### config.mk
export PLATFORM = sky130hd
export DESIGN_NAME = jericalla_seq
export DESIGN_NICKNAME = d
export VERILOG_FILES = /design/src/rtl/jericalla_seq.sv
export SDC_FILE = /design/constraint.sdc
export NUM_CORES = 1
export LEC_CHECK = 0
export CORE_MARGIN = 10
export CORE_UTILIZATION = 60
export DETAILED_ROUTE_END_ITERATION = 7
export PLACE_DENSITY = 0.79
export SKIP_CTS_REPAIR_TIMING = 1
export SLEW_MARGIN = 25
export SYNTH_ARGS = -nofsm -noshare
export SYNTH_HDL_FRONTEND = slang
export SYNTH_SLANG_ARGS = --single-unit
### constraint.sdc
create_clock -name clk -period 2.95 [get_ports clk]
set_clock_uncertainty 0.05 [all_clocks]
set_input_delay 0.59 -clock clk [delete_from_list [all_inputs] [get_ports clk]]
set_output_delay 0.59 -clock clk [all_outputs]
set_load 0.005 [all_outputs]
### src/rtl/jericalla_seq.sv
// jericalla_seq: program sequencer sitting in front of the jericalla datapath.
// Holds a 16-slot program of 17-bit instructions written through a load port.
// On start it issues `length` instructions, one per clock, then pulses done.
// Optional feature macro: JERICALLA_SEQ_ZSKIP_EN. When it is defined, a high
// z_flag during a RUN cycle skips the following program slot.
module jericalla_seq (
  input  logic        clk,
  input  logic        reset,
  input  logic        load_en,
  input  logic [3:0]  load_addr,
  input  logic [16:0] load_instr,
  input  logic        start,
  input  logic [4:0]  length,
  input  logic        abort,
  input  logic        z_flag,
  output logic [16:0] instruction,
  output logic [3:0]  pc,
  output logic        busy,
  output logic        done
);

  localparam int DEPTH = 16;
  localparam int IW    = 17;

  typedef enum logic [1:0] {
    IDLE = 2'd0,
    RUN  = 2'd1,
    DONE = 2'd2
  } state_t;

  state_t        state;
  state_t        state_nxt;
  logic [3:0]    pc_nxt;
  logic [4:0]    count;
  logic [4:0]    count_nxt;
  logic [4:0]    len;
  logic [4:0]    len_nxt;
  logic [1:0]    step;
  logic [5:0]    advanced;
  logic          load_ok;
  logic [IW-1:0] prog [DEPTH];

`ifdef JERICALLA_SEQ_ZSKIP_EN
  // A zero result on the current instruction makes the next slot a no-show.
  assign step = z_flag ? 2'd2 : 2'd1;
`else
  // Without skipping every RUN cycle advances by exactly one slot.
  assign step = 2'd1;
  logic unused_z_flag;
  assign unused_z_flag = z_flag;
`endif

  // Issued count after this cycle; one extra bit so count + 2 cannot wrap.
  assign advanced = {1'b0, count} + {4'b0000, step};

  // The program may only change while no run is in flight.
  assign load_ok = load_en && (state != RUN);

  // Program storage has no reset so a reset mid-run keeps the loaded program.
  always_ff @(posedge clk) begin
    if (load_ok) begin
      prog[load_addr] <= load_instr;
    end
  end

  // State, program counter, issued count and latched run length.
  always_ff @(posedge clk or posedge reset) begin
    if (reset) begin
      state <= IDLE;
      pc    <= 4'd0;
      count <= 5'd0;
      len   <= 5'd0;
    end else begin
      state <= state_nxt;
      pc    <= pc_nxt;
      count <= count_nxt;
      len   <= len_nxt;
    end
  end

  // Next-state logic; abort wins over completion, start is only seen in IDLE.
  always_comb begin
    state_nxt = state;
    pc_nxt    = pc;
    count_nxt = count;
    len_nxt   = len;
    case (state)
      IDLE: begin
        if (start) begin
          if (length != 5'd0) begin
            state_nxt = RUN;
            pc_nxt    = 4'd0;
            count_nxt = 5'd0;
            len_nxt   = length;
          end else begin
            state_nxt = DONE;
          end
        end
      end
      RUN: begin
        if (abort) begin
          state_nxt = IDLE;
        end else if (advanced >= {1'b0, len}) begin
          state_nxt = DONE;
        end else begin
          pc_nxt    = pc + {2'b00, step};
          count_nxt = advanced[4:0];
        end
      end
      DONE: begin
        state_nxt = IDLE;
      end
      default: begin
        state_nxt = IDLE;
      end
    endcase
  end

  // Outputs decode from the state register, so reset clears them at once.
  always_comb begin
    instruction = '0;
    busy        = 1'b0;
    done        = 1'b0;
    if (state == RUN) begin
      instruction = prog[pc];
      busy        = 1'b1;
    end
    if (state == DONE) begin
      done = 1'b1;
    end
  end

endmodule
==> summary.txt <==
Synth
  – Combinational family with the most area after synthesis: multiplexers
  – Number of flip-flops and latches in the synthesized netlist: 288
  – Synth cell types: 47
  – Compound-cell area share of the yosys netlist: 0.0343
  – Net Count, Synth: 622
  – Post-synth top area share: 0.711
  – Largest cells by area after synthesis: sky130_fd_sc_hd__edfxtp_1 (71%), sky130_fd_sc_hd__mux4_2 (11%), sky130_fd_sc_hd__mux2i_1 (3.8%)
  – Yosys top cell by area: sky130_fd_sc_hd__edfxtp_1
  – Synthesized area divided by synthesized cell count: 19.7 um2
  – Simple-gate area share of the yosys netlist: 0.0350
  – Xor and xnor fraction of the mapped netlist area: 0.00153
  – Number of warning messages in the yosys log: 0
  – Part of the Yosys area used for sequential elements: 0.746
  – Mux share of post-synthesis cell area: 0.159
  – Post-synthesis share of cell area spent on full adders, half adders and majority gates: 0.00763
  – Gate count after technology mapping: 583
  – Number of flops mapped to enable cells by yosys: 272
  – Predominant post-synthesis flop cell: sky130_fd_sc_hd__edfxtp_1
  – Summed instance area of the synthesized netlist: 11500 um2
  – Fraction of registers with async set/reset: 0.0556

STA
  – Fmax: 0.322 GHz
  – Period Utilization, post-route: 1.05
  – Max-slew violations: 0
  – Worst slew pin tran: 0.672 ns
  – Final worst path period need: 3.11 ns
  – Worst hold slack: 0.374 ns
  – Slew margin rel.: 0.550
  – Summed negative setup slack over all endpoints: -0.908 ns
  – Number of setup violations in the final report: 15
  – Min setup slack post-route: -0.155 ns
  – RSZ-0062 raised after global routing: true
  – Number of endpoints with negative hold slack in the final report: 0

Worst setup path
  – Path type of the worst setup path: flop to primary output
  – CP Capture Point: instruction[10]
  – Endpoint of the lowest-slack register-to-register path: pc[0]
  – Endpoint type of the worst setup path: primary output
  – CP Data Required Time: 2.31 ns
  – Arrival @ worst endpoint: 2.47 ns
  – Crit Reg-Reg Startpoint: count[2]
  – CP Launch Point: pc[0]
  – Startpoint type of the worst setup path: flop
  – Maximum net fanout on the critical path: 8
  – Worst-case register-to-register setup slack: 0.31 ns
  – Worst Reg2Reg Path Length in Cells: 9

Clock tree
  – Deepest clock path buffer count: 3
  – Root buffer cell: sky130_fd_sc_hd__clkbuf_16
  – Worst-Skew Late Latency: 0.54 ns
  – Clock-pin slew reported for the worst setup and hold paths after clock tree synthesis: 0.06 ns
  – Clock tree from TritonCTS: built
  – Total clock sinks: 288
  – Number of buffers created by CTS: 28
  – Number of levels in the clock H-tree: 1

Detailed routing
  – DR vias: 6398
  – Number of DRC violations after detailed routing: 0
  – Count of TritonRoute iterations in the first routing pass: 5
  – Number of DRC markers after the initial detailed-route iteration: 741
  – Via count normalized by instance count: 6.55
  – Detailed-route wire length: 27.0 mm
  – Drt wl/cell: 27.6 um
  – Count of antenna-violating nets left after detailed routing: 0

Global routing
  – GR Overflow Total: 0
  – Wire length of the first global-routing pass: 37.3 mm
  – Vias in the first global route: 6313
  – Maximum number of pins on one net before global-route repair: 27
  – Number of antenna violations at the first check in global routing: 0
  – Total Routing Usage GR: 0.200

Outcome
  – Status: complete, but fails checks
  – Violations in the final reports: negative setup slack

Finish
  – Ratio of cells with drive above 1 in the final layout: 0.335
  – Net count of the finished layout: 762
  – Area overhead of the layout relative to synthesis: 21.1%
  – Fin util: 0.741
  – N_diodes: 0

Run
  – Maximum Capacitance Violations: 0

Power and ir drop
  – Power density over the cells: 797 nW/um2
  – Clock share of power: 0.301
  – Leak Pwr: 4.70 nW
  – Internal portion of total power: 0.00812 W
  – Portion of total power attributed to sequential cells: 0.427
  – Combinational cell fraction of total power: 0.272
  – Largest vdd supply drop: 0.000559 V
  – Switching component of the power: 0.00297 W
  – Share of total power consumed by net switching: 0.268

Floorplan
  – Placeable Area: 18800 um2
  – Chip width: 158 um
  – Initial core utilization: 0.612
  – Die Ht: 158 um
  – Die area: 25100 um2
  – IO Count: 55
  – Number of rows in the core area: 50

Min path
  – Path category of the worst min-delay check: primary input to asynchronous set/reset pin

Placed design
  – Routability-driven placement congestion ratio: 0.753
  – PortBufs: 53
  – HPWL Detailed: 14.7 mm
## through the flow
step           worst slack (ns)  std cells  total power (W)  area, um2
2_1_floorplan             0.262        583          0.00636      11500
3_3_place_gp              0.114        886          0.00717      12600
3_5_place_dp              0.120        886          0.00725      12600
4_1_cts                  -0.523        936           0.0105      13500
5_1_grt                  -0.191        977           0.0115      13900
6_report                 -0.155        977           0.0111      13900
## power groups by stage
stage               Combinational (W)  Clock (W)  Sequential, W
detailed placement            0.00240          0        0.00485
CTS                           0.00243    0.00334        0.00476
finish                        0.00301    0.00334        0.00474
floorplan                     0.00160          0        0.00476
global route                  0.00320    0.00354        0.00475
global placement              0.00233          0        0.00484
## kinds of logic (layout without fill, tap and decap cells)
family	after synthesis	count (layout)
flip-flops	288	288
multiplexers	113	113
AND/OR/NAND/NOR	82	82
AO/OA/AOI/OAI	56	56
buffers and inverters	35	195
adder cells (fa/ha/maj)	7	7
XOR/XNOR	2	2
## metal layers
metal / share of wire / GRT usage / wire (um)
met4: 0.041 / 0.0604 / 1110
met1: 0.38 / 0.259 / 10300
met3: 0.076 / 0.0359 / 2050
met2: 0.50 / 0.339 / 13500
met5: 0 / 0 / 0
## layout make-up
| type | count | area (um2) |
|---|---|---|
| clock buffers | 36 | 752 |
| well taps | 234 | 293 |
| fillers | 1028 | 4860 |
| clock inverters | 14 | 92.6 |
| repair buffers | 137 | 1280 |
| flip-flops and latches | 288 | 8580 |
| inverters | 8 | 32.5 |
| multi-input cells | 260 | 2880 |
## flip-flops by register name, indices dropped and copies added (netlist names)
| register | count |
|---|---|
| count | 5 |
| pc | 4 |
| len | 5 |
| state | 2 |
| prog | 272 |
## cell usage in the layout (no fill, tap or decap), drive strengths merged, types with 7 or more instances in the layout
cell type / synthesis / routed
nor2: 19 / 19
clkinv: 0 / 12
clkdlybuf4s50: 0 / 36
dfrtp: 16 / 16
clkbuf: 11 / 44
buf: 16 / 91
mux4: 54 / 54
nand2: 31 / 31
o211ai: 13 / 13
mux2: 15 / 15
inv: 8 / 9
mux2i: 44 / 44
edfxtp: 272 / 272
ha: 7 / 7
a21oi: 7 / 7
o21ai: 10 / 10
nand3: 8 / 8
o22ai: 13 / 13
## worst max-delay path, cell delays in order (launching register included)
cell	delay [ns]
sky130_fd_sc_hd__dfrtp_4	0.50
sky130_fd_sc_hd__buf_12	0.16
sky130_fd_sc_hd__buf_16	0.14
sky130_fd_sc_hd__buf_4	0.16
sky130_fd_sc_hd__mux4_2	0.50
sky130_fd_sc_hd__mux2i_4	0.19
sky130_fd_sc_hd__o22ai_2	0.10
sky130_fd_sc_hd__dlymetal6s2s_1	0.17
## worst min-delay path by stage
| stage | from | end | slack (ns) | cells past startpoint |
|---|---|---|---|---|
| global placement | len[0] | len[0] | 0.45 | 1 |
| global route | reset | state[0] | 0.43 | 2 |
| CTS | reset | state[1] | 0.40 | 2 |
| floorplan | len[0] | len[0] | 0.44 | 1 |
| finish | reset | state[1] | 0.37 | 2 |
| detailed placement | len[0] | len[0] | 0.46 | 1 |
## cell usage after synthesis (2+ instances only)
cell type / n
sky130_fd_sc_hd__a21oi_1: 6
sky130_fd_sc_hd__a22o_1: 2
sky130_fd_sc_hd__a32oi_1: 4
sky130_fd_sc_hd__and3_1: 3
sky130_fd_sc_hd__buf_2: 7
sky130_fd_sc_hd__buf_4: 7
sky130_fd_sc_hd__buf_6: 2
sky130_fd_sc_hd__clkbuf_1: 11
sky130_fd_sc_hd__dfrtp_1: 16
sky130_fd_sc_hd__edfxtp_1: 272
sky130_fd_sc_hd__ha_1: 7
sky130_fd_sc_hd__inv_1: 7
sky130_fd_sc_hd__mux2_2: 14
sky130_fd_sc_hd__mux2i_1: 44
sky130_fd_sc_hd__mux4_2: 54
sky130_fd_sc_hd__nand2_1: 31
sky130_fd_sc_hd__nand2b_1: 4
sky130_fd_sc_hd__nand3_1: 8
sky130_fd_sc_hd__nor2_1: 18
sky130_fd_sc_hd__nor2b_1: 2
sky130_fd_sc_hd__nor3_1: 5
sky130_fd_sc_hd__o211ai_1: 13
sky130_fd_sc_hd__o21ai_0: 10
sky130_fd_sc_hd__o22ai_1: 13
Power figures use the tool's default switching activity.
